<file path="src/rtl/pipe_delay_fifo.sv">
// pipe_delay_fifo
//   Elastic buffer that sits directly after the fixed-latency pipe_delay stage.
//   pipe_delay cannot be back-pressured, so every delayed word is absorbed here
//   and handed to the tracklet-calculator input over a valid/ready handshake.
//   almost_full asserts while there is still room for SKID in-flight words.
//
// Optional feature macro: PIPE_FIFO_PEAK_EN
//   When defined, this adds output 'peak': the highest occupancy seen since the
//   last reset or flush. It follows count with one cycle of lag.
//
// Ports
//   clk          in   1        rising-edge clock
//   reset        in   1        synchronous, active-high
//   din          in   WIDTH    word from pipe_delay
//   din_valid    in   1        din carries a real word this cycle
//   almost_full  out  1        count >= DEPTH-SKID; producer must stop issuing
//   dout         out  WIDTH    head-of-queue word (show-ahead), 0 when empty
//   dout_valid   out  1        queue non-empty
//   dout_ready   in   1        consumer takes dout this cycle
//   flush        in   1        synchronous clear at event boundaries
//   count        out  ADDR+1   occupancy, 0..DEPTH
//   overflow     out  1        sticky; a word was dropped on a full queue
//   peak         out  ADDR+1   (PIPE_FIFO_PEAK_EN only) max occupancy seen

module pipe_delay_fifo #(
    parameter int WIDTH = 25,
    parameter int DEPTH = 16,
    parameter int SKID  = 3,
    localparam int ADDR = $clog2(DEPTH)
) (
    input  logic             clk,
    input  logic             reset,
    input  logic [WIDTH-1:0] din,
    input  logic             din_valid,
    output logic             almost_full,
    output logic [WIDTH-1:0] dout,
    output logic             dout_valid,
    input  logic             dout_ready,
    input  logic             flush,
    output logic [ADDR:0]    count,
`ifdef PIPE_FIFO_PEAK_EN
    output logic [ADDR:0]    peak,
`endif
    output logic             overflow
);

    localparam logic [ADDR:0] FULL_CNT = (ADDR+1)'(DEPTH);
    localparam logic [ADDR:0] AF_CNT   = (ADDR+1)'(DEPTH - SKID);

    logic [WIDTH-1:0] mem [DEPTH];
    logic [ADDR-1:0]  rd_ptr;
    logic [ADDR-1:0]  wr_ptr;
    logic             full;
    logic             pop;
    logic             push;

    // All flags come from registered count, so dout_ready never reaches
    // dout_valid or almost_full combinationally.
    assign full        = (count == FULL_CNT);
    assign dout_valid  = (count != '0);
    assign almost_full = (count >= AF_CNT);
    assign pop         = dout_valid & dout_ready;
    // A full queue still accepts a word when the head leaves in the same cycle.
    assign push        = din_valid & (~full | pop);

    assign dout = dout_valid ? mem[rd_ptr] : '0;

    // The storage array has no reset. A dropped or flushed word is never written.
    always_ff @(posedge clk) begin
        if (!reset && !flush && push) begin
            mem[wr_ptr] <= din;
        end
    end

    always_ff @(posedge clk) begin
        if (reset) begin
            rd_ptr   <= '0;
            wr_ptr   <= '0;
            count    <= '0;
            overflow <= 1'b0;
        end else if (flush) begin
            // overflow is sticky across flush; only reset clears it.
            rd_ptr <= '0;
            wr_ptr <= '0;
            count  <= '0;
        end else begin
            // DEPTH is a power of two, so the pointers wrap naturally.
            if (push) begin
                wr_ptr <= wr_ptr + 1'b1;
            end
            if (pop) begin
                rd_ptr <= rd_ptr + 1'b1;
            end
            unique case ({push, pop})
                2'b10:   count <= count + 1'b1;
                2'b01:   count <= count - 1'b1;
                default: count <= count;
            endcase
            if (din_valid && full && !pop) begin
                overflow <= 1'b1;
            end
        end
    end

`ifdef PIPE_FIFO_PEAK_EN
    always_ff @(posedge clk) begin
        if (reset || flush) begin
            peak <= '0;
        end else if (count > peak) begin
            peak <= count;
        end
    end
`endif

endmodule
</file>
<file path="config.mk">
export PLATFORM = sky130hd
export DESIGN_NAME = pipe_delay_fifo
export DESIGN_NICKNAME = d
export VERILOG_FILES = /design/src/rtl/pipe_delay_fifo.sv
export SDC_FILE = /design/constraint.sdc
export NUM_CORES = 1
export LEC_CHECK = 0
export BUFFER_PORTS_ARGS = -buffer_cell sky130_fd_sc_hd__clkbuf_2
export CAP_MARGIN = 20
export CORE_UTILIZATION = 50
export DETAILED_ROUTE_END_ITERATION = 8
export GPL_TIMING_DRIVEN = 0
export PLACE_DENSITY = 0.68
export SLEW_MARGIN = 15
export SYNTH_ARGS = -nofsm -noshare
export SYNTH_HDL_FRONTEND = slang
export SYNTH_SLANG_ARGS = --single-unit
</file>
<file path="constraint.sdc">
create_clock -name clk -period 2.5 [get_ports clk]
set_input_delay 0.375 -clock clk [delete_from_list [all_inputs] [get_ports clk]]
set_output_delay 0.375 -clock clk [all_outputs]
set_load 0.02 [all_outputs]
</file>
==> reports/metrics.yaml <==
logic_synthesis:
  yosys.area_share.simple_pct: 1.74
  synth_xor_area_share_pct: 0.544
  ys.flop_type: "edfxtp_1"
  syn_nets: 772
  synth_enable_flop_cells: 400
  yosys.area.top_type: "edfxtp_1"
  netlist_instances: 735
  yosys_warnings: 0
  synth_top_area_share_pct: 74.7
  yosys-top-cells-count: "edfxtp_1, mux4_2, mux2i_1, nor2_1, o22ai_1"
  synthMuxAreaShare_pct: 17.2
  syn_area_um2: 16100
  synth_top_family_by_area: "multiplexers"
  synth_area_per_cell_um2: 21.9
  ys_async_sr_fraction_pct: 0
  synth_area_leaders: "edfxtp_1, mux4_2, mux2i_1, dfxtp_1, o22ai_1"
  yosys.cell_types.count: 36
  ys_seq_area_share_pct: 76.9
  synth-seq-cells: 418
  yosys.area_share.adder_pct: 0.544
  synth.most_common_cell: "edfxtp_1"
  synth_compound_area_share_pct: 1.78
timing:
  hold_viol_final: 0
  rsz0062_at_grt: "true"
  slew_headroom_pct: 58.4
  finalSetupViolCount: 25
  final.setup.tns_ns: -3.42
  worst_slew_pin_slew_ns: 0.622
  fin_crit_ns: 2.68
  fin_crit_sh_pct: 107
  clock_skew_ns: 0.0233
  max_freq_ghz: 0.373
  fin_ws_ns: -0.180
  hold_ws_ns: 0.0249
  final-max-slew-violation-count: 0
hold_path:
  hold_class: "in2reg"
  min_path_cells: 2
clock_network:
  ctsHtreeMaxLevel: 2
  cts_made_buffers: 42
  path_clk_slew_ns: 0.06
  root_buffer: "clkbuf_16"
  cts_tree: "done"
  clkLatencyLatePin_ns: 0.54
  clkSinkCount: 418
  clockBufferDepth: 3
placed_design:
  place_hpwl_um: 21800
  place.gp.congestion: 0.810
  port_buffers: 61
route:
  routedWlPerCell_um: 26.4
  vias_per_cell: 6.05
  drcViolationCount: 0
  drt_wl_total_um: 34400
  antenna_left: 0
  num_vias: 7880
  drt_iter0_drc: 694
  first_pass_iters: 5
floorplan:
  dieArea_um2: 32900
  fp.dieH_um: 181
  pin_count: 63
  row_count: 65
  start_util_pct: 50.8
  fp.dieW_um: 181
  core_um2: 31600
setup_path:
  cp.required_ns: 2.12
  crit_fanout: 7
  r2r.worst_path.cells: 6
  critical_path_class: "reg2out"
  start_kind: "flip-flop"
  arrival_ns: 2.30
  endpoint_kind: "output pin"
global_routing:
  grt_pass1_vias: 8487
  grtUsageTotal_pct: 21.4
  grt_max_degree: 17
  grt_antenna_before_repair: 0
  grt_first_pass_wirelength_um: 51300
  grt_overflow: 0
layout:
  nNetsFinal: 906
  syn_to_final_growth_pct: 21.7
  final_layout_size_suffix_gt1_share_pct: 38.4
  n_antenna_cell: 0
job:
  drv_cap: 0
pwr:
  power_density_nw_per_um2: 758
  p_leak_nw: 6.17
  ir_worst_vdd_mv: 0.522
status:
  outcome: "complete, but fails checks"
  violations: "setup timing"
-- path summary, 6_finish.rpt --
check / start / to / slack (ns)
min: reset / overflow / 0.02
min reg2reg: overflow / overflow / 0.51
max: flip-flop / dout[0] / -0.18
max reg2reg: count[0] / mem[9][10] / 0.05
-- timing repair --
| item | in CTS | in global routing |
|---|---|---|
| hold endpoints to repair | 0 | 0 |
| cloned | 1 | 3 |
| hold buffers | 0 | 0 |
| pin swaps | 6 | 8 |
| setup buffers | 6 | 5 |
| endpoints found under the setup margin | 25 | 37 |
| gates resized for setup | 114 | 44 |
-- placed cells by master, fill, tap and decap left out, drive strengths merged, types with 2 or more instances in the layout --
cell type	netlist	final
xnor2	4	4
nor2	33	33
bufinv	0	5
mux4	100	100
inv	5	5
nand2	12	12
dfxtp	18	18
o22ai	25	25
xor2	6	6
clkbuf	20	122
edfxtp	400	400
a21oi	6	6
clkinv	0	16
buf	19	60
mux2i	52	52
o21ai	3	3
a32oi	2	2
ha	7	7
or3	3	3
nand3	5	5
-- registers in the layout (all words and copies together) (netlist names), named ones only --
signal,flops
overflow,1
count,5
mem,400
rd_ptr,4
wr_ptr,4
-- final cells by class --
cell class / count / area, um2
clock buffer: 54 / 1180
multi-input combinational: 273 / 3820
buffer: 37 / 419
fill: 2078 / 12100
clock inverter: 22 / 234
inverter: 5 / 18.8
tap: 402 / 503
timing repair buffer: 92 / 1030
sequential: 418 / 12400
-- report_power, final --
group	internal [mW]	switching [mW]
sequential	7.69	0.0157
clock	3.84	2.52
combinational	0.339	0.438
-- routing by layer --
metal | track usage (%) | vias to the layer above | routed length, um
met3 | 3.31 | 65 | 1990
met4 | 5.66 | 0 | 924
met5 | 0 | - | 0
li1 | - | 3353 | -
met2 | 36.9 | 319 | 17600
met1 | 28.5 | 4143 | 13900
-- cells by family (layout without fill, tap and decap cells) --
group,Yosys count,count (layout)
xor+xnor,10,10
simple gates,60,60
compound gates,44,44
fa+ha+maj,7,7
mux,152,152
buf+inv,44,210
flops,418,418
-- per-stage QoR --
step | total power, mW | instances | setup WS [ns] | utilization, % | area (um2)
global placement | 8.43 | 1198 | -1.46 | 53.5 | 16900
CTS | 14.9 | 1295 | -0.163 | 61.2 | 19400
detailed placement | 8.47 | 1214 | -0.323 | 55.2 | 17500
global route | 15.3 | 1303 | -0.237 | 61.9 | 19600
floorplan | 8.20 | 735 | -0.167 | - | 16100
finish | 14.8 | 1303 | -0.180 | 61.9 | 19600
-- worst max-delay path, stage by stage, from the launching register on --
cell and delay (ns):
dfxtp_4 0.38, buf_12 0.16, bufbuf_16 0.29, mux4_2 0.48, mux2i_1 0.17, o22ai_2 0.12
clkbuf_8 0.17
(Power assumes the default switching activity.)
